[config.mk]
export PLATFORM = sky130hd
export DESIGN_NAME = hex_rotation_reader
export DESIGN_NICKNAME = d
export VERILOG_FILES = /design/src/rtl/hex_rotation_reader.sv
export SDC_FILE = /design/constraint.sdc
export NUM_CORES = 1
export LEC_CHECK = 0
export ABC_AREA = 1
export BUFFER_PORTS_ARGS = -buffer_cell sky130_fd_sc_hd__buf_4
export CAP_MARGIN = 20
export CELL_PAD_IN_SITES_DETAIL_PLACEMENT = 1
export CELL_PAD_IN_SITES_GLOBAL_PLACEMENT = 2
export CORE_MARGIN = 1.5
export CORE_UTILIZATION = 35
export DETAILED_ROUTE_END_ITERATION = 7
export PLACE_DENSITY = 0.87
export SETUP_SLACK_MARGIN = 0.4
export SYNTH_ARGS = -nofsm -noshare
export SYNTH_HDL_FRONTEND = slang
export SYNTH_SLANG_ARGS = --single-unit
[constraint.sdc]
create_clock -name clk -period 2.05 [get_ports clk]
set_clock_uncertainty 0.1 [all_clocks]
set_input_delay 0.3075 -clock clk [delete_from_list [all_inputs] [get_ports clk]]
set_output_delay 0.3075 -clock clk [all_outputs]
set_load 0.01 [all_outputs]
[src/rtl/hex_rotation_reader.sv]
// Display-bus monitor for the rotating "dE10" seven-segment writer.
// Decodes each active-low bus back to a nibble and tracks the rotation with a search/track/lock FSM.
module hex_rotation_reader #(
  parameter int unsigned LOCK_COUNT = 3,
  parameter int unsigned MISS_LIMIT = 2
) (
  input  logic       clk,
  input  logic       rst_n,
  input  logic [6:0] hex0,
  input  logic [6:0] hex1,
  input  logic [6:0] hex2,
  input  logic [6:0] hex3,
  output logic [3:0] digit0,
  output logic [3:0] digit1,
  output logic [3:0] digit2,
  output logic [3:0] digit3,
  output logic [3:0] seg_valid,
  output logic       frame_change,
  output logic       word_ok,
  output logic [1:0] phase,
  output logic       locked,
  output logic       err,
  output logic [7:0] err_count
);

  typedef enum logic [1:0] {
    SEARCH,
    TRACK,
    LOCKED
  } state_e;

  localparam logic [6:0] SEG_D     = 7'h21;
  localparam logic [6:0] SEG_E     = 7'h06;
  localparam logic [6:0] SEG_1     = 7'h79;
  localparam logic [6:0] SEG_0     = 7'h40;
  localparam logic [6:0] SEG_BLANK = 7'h7F;
  localparam logic [3:0] LOCK_CNT  = 4'(LOCK_COUNT);
  localparam logic [3:0] MISS_LIM  = 4'(MISS_LIMIT);

  // Returns {legal, nibble}; anything outside the sixteen glyphs decodes as illegal zero.
  function automatic logic [4:0] decodeSeg(input logic [6:0] seg);
    logic [4:0] dec;
    case (seg)
      7'h40:   dec = {1'b1, 4'h0};
      7'h79:   dec = {1'b1, 4'h1};
      7'h24:   dec = {1'b1, 4'h2};
      7'h30:   dec = {1'b1, 4'h3};
      7'h19:   dec = {1'b1, 4'h4};
      7'h12:   dec = {1'b1, 4'h5};
      7'h02:   dec = {1'b1, 4'h6};
      7'h78:   dec = {1'b1, 4'h7};
      7'h00:   dec = {1'b1, 4'h8};
      7'h10:   dec = {1'b1, 4'h9};
      7'h08:   dec = {1'b1, 4'hA};
      7'h03:   dec = {1'b1, 4'hB};
      7'h46:   dec = {1'b1, 4'hC};
      7'h21:   dec = {1'b1, 4'hD};
      7'h06:   dec = {1'b1, 4'hE};
      7'h0E:   dec = {1'b1, 4'hF};
      default: dec = 5'b0;
    endcase
    return dec;
  endfunction

  logic [3:0][6:0] curHex_q, prevHex_q;
  logic [3:0][3:0] digit_q, digit_d;
  logic [3:0]      segValid_q, segValid_d;
  logic            frameChg_q, wordOk_q, err_q;
  logic [7:0]      errCnt_q, errCnt_d;
  state_e          state_q, state_d;
  logic [1:0]      phase_q, phase_d;
  logic [3:0]      matchCnt_q, matchCnt_d;
  logic [3:0]      missCnt_q, missCnt_d;

  logic [3:0] matchVec;
  logic       wordOkNow;
  logic [1:0] pNow;
  logic       curChanged;
  logic       errPulse;
  logic [1:0] phaseNext;
  logic       inStep;

  // Blank reset value makes the first non-blank input register as a change.
  always_ff @(posedge clk or negedge rst_n) begin
    if (!rst_n) begin
      curHex_q  <= {4{SEG_BLANK}};
      prevHex_q <= {4{SEG_BLANK}};
    end else begin
      curHex_q  <= {hex3, hex2, hex1, hex0};
      prevHex_q <= curHex_q;
    end
  end

  always_comb begin
    digit_d    = '0;
    segValid_d = '0;
    matchVec   = '0;
    pNow       = 2'd0;
    for (int i = 0; i < 4; i++) begin
      logic [4:0] dec;
      dec           = decodeSeg(curHex_q[i]);
      digit_d[i]    = dec[3:0];
      segValid_d[i] = dec[4];
    end
    for (int p = 0; p < 4; p++) begin
      matchVec[p] = (curHex_q[2'(p)]     == SEG_D) &&
                    (curHex_q[2'(p + 1)] == SEG_E) &&
                    (curHex_q[2'(p + 2)] == SEG_1) &&
                    (curHex_q[2'(p + 3)] == SEG_0);
      if (matchVec[p]) pNow = 2'(p);
    end
    wordOkNow  = $onehot(matchVec);
    curChanged = (curHex_q != prevHex_q);
    phaseNext  = phase_q + 2'd1;
    inStep     = wordOkNow && (pNow == phaseNext);
  end

  always_comb begin
    state_d    = state_q;
    phase_d    = phase_q;
    matchCnt_d = matchCnt_q;
    missCnt_d  = missCnt_q;
    errPulse   = 1'b0;
    if (curChanged) begin
      case (state_q)
        SEARCH: begin
          if (wordOkNow) begin
            phase_d    = pNow;
            matchCnt_d = 4'd1;
            missCnt_d  = 4'd0;
            state_d    = (LOCK_CNT == 4'd1) ? LOCKED : TRACK;
          end
        end
        TRACK: begin
          if (inStep) begin
            phase_d    = pNow;
            matchCnt_d = matchCnt_q + 4'd1;
            if ((matchCnt_q + 4'd1) >= LOCK_CNT) begin
              state_d   = LOCKED;
              missCnt_d = 4'd0;
            end
          end else begin
            errPulse = 1'b1;
            if (wordOkNow) begin
              phase_d    = pNow;
              matchCnt_d = 4'd1;
            end else begin
              state_d    = SEARCH;
              matchCnt_d = 4'd0;
            end
          end
        end
        LOCKED: begin
          if (inStep) begin
            phase_d   = pNow;
            missCnt_d = 4'd0;
          end else begin
            // Flywheel: keep advancing the expected phase through a bad frame.
            errPulse  = 1'b1;
            phase_d   = phaseNext;
            missCnt_d = missCnt_q + 4'd1;
            if ((missCnt_q + 4'd1) >= MISS_LIM) begin
              state_d    = SEARCH;
              matchCnt_d = 4'd0;
              missCnt_d  = 4'd0;
            end
          end
        end
        default: state_d = SEARCH;
      endcase
    end
    errCnt_d = (errPulse && (errCnt_q != 8'hFF)) ? errCnt_q + 8'd1 : errCnt_q;
  end

  always_ff @(posedge clk or negedge rst_n) begin
    if (!rst_n) begin
      digit_q    <= '0;
      segValid_q <= '0;
      frameChg_q <= 1'b0;
      wordOk_q   <= 1'b0;
      err_q      <= 1'b0;
      errCnt_q   <= 8'd0;
      state_q    <= SEARCH;
      phase_q    <= 2'd0;
      matchCnt_q <= 4'd0;
      missCnt_q  <= 4'd0;
    end else begin
      digit_q    <= digit_d;
      segValid_q <= segValid_d;
      frameChg_q <= curChanged;
      wordOk_q   <= wordOkNow;
      err_q      <= errPulse;
      errCnt_q   <= errCnt_d;
      state_q    <= state_d;
      phase_q    <= phase_d;
      matchCnt_q <= matchCnt_d;
      missCnt_q  <= missCnt_d;
    end
  end

  assign digit0       = digit_q[0];
  assign digit1       = digit_q[1];
  assign digit2       = digit_q[2];
  assign digit3       = digit_q[3];
  assign seg_valid    = segValid_q;
  assign frame_change = frameChg_q;
  assign word_ok      = wordOk_q;
  assign phase        = phase_q;
  assign locked       = (state_q == LOCKED);
  assign err          = err_q;
  assign err_count    = errCnt_q;

endmodule

# After elaboration in Yosys (flattened, before gate mapping)
# Index checks and enable logic that the tools add are counted.
[op_classes]
addsub = 3
multipliers = 0
div = 0
magnitude_cmp = 1
n_eq_ne = 65
n_shift = 0
n_mux = 9
bitwise = 1
n_reduce_logical = 9
[ops]
columns = ["cell", "count"]
rows = [
  ["one-hot mux 5 bit (16 select lines)", 4],
  ["equality test 7 bit (second input constant)", 16],
  ["equality test 7 x 5 -> 1 bit (second input constant)", 12],
  ["equality test 7 x 6 -> 1 bit (second input constant)", 12],
  ["equality test 7 x 2 -> 1 bit (second input constant)", 8],
  ["equality test 7 x 4 -> 1 bit (second input constant)", 8],
  ["equality test 7 x 3 -> 1 bit (second input constant)", 4],
  ["logical NOT 7 bit", 4],
  ["!= test 28 bit", 1],
  ["adder 8 x 1 -> 8 bit (second input constant)", 1],
  ["!= test 8 bit (second input constant)", 1],
  ["adder 4 x 1 -> 4 bit (second input constant)", 1],
  ["greater-or-equal comparator 4 x 2 -> 1 bit (second input constant)", 1],
  ["2-to-1 mux 4 bit", 1],
  ["one-hot mux 2 bit (2 select lines)", 1],
  ["AND reduction 3 bit", 1],
  ["adder 2 x 1 -> 2 bit (second input constant)", 1],
  ["equality test 2 x 1 -> 1 bit (second input constant)", 1],
  ["equality test 2 bit (second input constant)", 1],
  ["logical NOT 2 bit", 1],
  ["2-to-1 mux 1 bit", 2],
  ["2-to-1 mux 2 bit", 1],
  ["!= test 2 x 1 -> 1 bit (second input constant)", 1],
  ["AND reduction 2 bit", 1],
  ["other kinds (3)", 3],
]
[word_totals]
reg_bits = 94
latchBits = 0
ram_bits = 0
mem_bits_ro = 0
in_bits = 30
out_inout_bits = 34
elab_cells = 107
mem_count = 0

# Logic depth before layout (Yosys ltp)
[logic_depth]
word_depth = 5
ltp_mapped = 8
mapped_depth_nobuf = 8

# Least setup slack after synthesis
# Ideal clock, no wire load.
[synth_timing]
path_kind = "register to register"
start = "reg curHex_q[25] (netlist name)"
end = "reg segValid_q[3], in the netlist seg_valid[3]"
setup_time_ps = 68
arrival_time_ps = 1156
setup_slack_ps = 725
path_stages_with_launch = 8
n_path_buf = 1
cell_sequence = "dfstp_2 > buf_2 > nand2_1 > nor2_1 > nand3_1 > o21ai_1 > nor2_1 > nand3_1"
[synth_between]
elab_chain_cells = 2
[synth_lines]
columns = ["element", "line_no", "text"]
rows = [
  ["start, declared", "65", "logic [3:0][6:0] curHex_q, prevHex_q;"],
  ["start signal, assigned", "86", "curHex_q <= {4{SEG_BLANK}};"],
  ["start signal, assigned", "89", "curHex_q <= {hex3, hex2, hex1, hex0};"],
  ["equality test 7 x 4 -> 1 bit, or another cell as far along", "43", "case (seg)"],
  ["one-hot mux 5 bit (16 select lines) (*)", "43", ""],
  ["via segValid_d[3]", "67", "logic [3:0] segValid_q, segValid_d;"],
  ["end signal, assigned", "189", "segValid_q <= segValid_d;"],
  ["end, declared", "67", ""],
]
# The timed path passes the listed nets; every way through them passes the cells marked *.
# A chain may end at the register's enable or synchronous reset.

# Worst setup path after layout
[layout_timing]
start = "reg curHex_q[26] (netlist name)"
end = "reg segValid_q[3], in the netlist seg_valid[3]"
# The elaborated chain is that of the path after synthesis.

==> reports/qor.txt <==
final instance area: 4760 um2
family with the most delay on the worst path: simple AND/OR/NAND/NOR gates
Core ar.: 10300 um2
setup violators final: 0
max-cap viol count: 0
dpl hpwl: 6470 um
register area: 2000 um2
crit-path max cell delay: 620 ps
Placer Congestion: 0.874
overall routing resource usage: 0.168
fin crit share: 0.730
WS Path Type: reg -> reg
Slew Limit Fails: 0
Detail Route Antenna Nets: 0
most common cell after layout, fill and taps aside: nand2_1
grt ovf: 0
Iteration-0 DRC Markers: 65
Critical Path Slowest Stage Cell: dfstp_2
Final Non-Filler Cells: 698
die width: 106 um
CP arrival: 1690 ps
Layout area overhead: 28.7%
Max Fclk: 668 MHz
post_cts resized: 0
crit path cell chain: inv_1, nor3_1, nand2_1, nand2_1, nor2_1, nand3_1
row count: 37
CP endpoint kind: flip-flop
layout cell share with drive strength beyond 1: 0.242
total stage count of the critical path: 6
RSZ-0062 raised after global routing: false
Worst Setup EP: seg_valid[3]
Mapped Cells: 468
WP data required: 2240 ps
first-pass GRT wire length: 14700 um
post-synthesis cell type count: 19
CTS H-tree lvls: 3
power per cell area: 744 nW/um2
port buffer count: 50
DRT Wirelength: 8550 um
Die Ht: 106 um
DP Area: 4200 um2
count of TritonRoute iterations in the first routing pass: 4
Hold Path Class: in -> async
CTS buffer count: 9
Initial Util: 0.360
Die ar.: 11200 um2
number of warning messages in the yosys log: 0
most used cell, CP: nand2_1
antenna violations before repair: 0
R2R cell count: 6
vias in the first global route: 3224
Mapped Avg Cell Area: 7.90 um2
Synth Register Bits: 77
FILL cells: 1265
Max Buffers Root-to-Sink: 2
LEAKAGE: 0.00247 uW
placed cells: 652
worst skew pair latency: 350 ps
CTS tree: built
footprint of the multi-input gates: 1420 um2
R2R Path Start: curHex_q[26]
Worst-path clk slew: 80 ps
fin nets: 587
largest net degree at the start of global routing: 56
post-DR vias/cell: 4.38
Seq/Total Area, Yosys: 0.540
routed vias: 3055
worst setup path startpoint: curHex_q[26]
Mapped Area: 3700 um2
Inserted Diodes: 0
Final Hold Vio Count: 0
VDD IR-drop max: 0.381 mV
crit path buf inv count: 1
post-route minimum period: 1500 ps
commonest non-fill, non-tap cells in the layout: nand2_1 (162), nor2_1 (76), dfstp_2 (56)
Reg2Reg Setup Slack: 550 ps
root buf cell: clkbuf_8
DR WL/cell: 12.2 um
Setup crit start kind: flip-flop
maximum net fanout on the critical path: 7
Setup TNS: 0 ps
DR DRC count: 0
Reg2Reg Capture Point: seg_valid[3]
CTS Sinks: 77
# IOs: 64
status: completed
sequential cells by signal (all words and copies together), names as in the netlist:
signal        cells
curHex_q         28
digit1            4
seg_valid         4
digit2            4
digit3            4
frame_change      1
digit0            4
prevHex_q        28
worst reg2reg max path: stages, from the launching register on:
cell and delay [ps]:
dfstp_2 620, inv_1 80, nor3_1 270, nand2_1 150, nand2_1 100, nor2_1 50, nand3_1 70
layer usage:
| metal | vias up | GRT usage | wire length, um |
|---|---|---|---|
| met5 | - | 0 | 0 |
| met4 | 0 | 0.0782 | 191 |
| met3 | 16 | 0.0297 | 235 |
| met2 | 50 | 0.286 | 4230 |
| met1 | 1429 | 0.207 | 3890 |
| li1 | 1560 | - | - |
how the worst min path moves through the flow:
stage | endpoint | slack, ps | cells after the start
after floorplan | digit0[0] | -90 | 0
after global placement | digit2[0] | 130 | 1
after detailed placement | digit2[0] | 130 | 1
after CTS | digit2[0] | 290 | 2
after global routing | digit1[1] | 310 | 2
final | digit1[1] | 300 | 2
layout make-up:
type | instances | share of cell area
Clock buffer | 13 | 0.0355
Clock inverter | 3 | 0.0189
Inverter | 59 | 0.0465
Multi-Input combinational cell | 329 | 0.298
Sequential cell | 77 | 0.420
Tap cell | 136 | 0.0358
Timing Repair Buffer | 81 | 0.146
per-stage QoR:
stage               hold WS (ps)  total power [uW]  utilization  setup slack (ps)
finish                       298              3540        0.463               554
global route                 306              3710        0.463               400
CTS                          292              3590        0.462               535
detailed placement           131              2070        0.409               536
global placement             127              2060        0.409               543
floorplan                  -88.1              1920            -               725
cell usage after synthesis:
library cell	count	share of area
nand2_1	162	0.16
nor2_1	76	0.077
dfstp_2	56	0.40
inv_1	54	0.055
nand3_1	28	0.038
dfrtp_1	21	0.14
xnor2_1	18	0.043
buf_4	13	0.026
o21ai_0	11	0.015
nor3_1	10	0.014
inv_2	5	0.0051
nor2_2	4	0.0068
buf_2	2	0.0027
nand2_2	2	0.0034
o21ai_1	2	0.0027
conb_1	1	0.0010
nand4_1	1	0.0017
nor3_2	1	0.0027
o21ai_2	1	0.0024
what timing repair did:
item	4_1_cts	5_1_grt
setup buffers	0	1
hold buffers	29	0
hold endpoints to repair	43	0
endpoints found under the setup margin	0	1
where the power goes:
part	switching, uW	total [uW]	leakage [uW]	internal [uW]
combinational	193	366	0.00147	172
clock	548	1460	0.000130	910
sequential	74.7	1720	0.000871	1640
kinds of logic after synthesis:
| logic type | share of synthesized area |
|---|---|
| simple gates | 0.308 |
| flops | 0.540 |
| buf+inv | 0.0890 |
| xor+xnor | 0.0426 |
| compound gates | 0.0200 |
| other cells | 0.00101 |
Power figures use the tool's default switching activity.
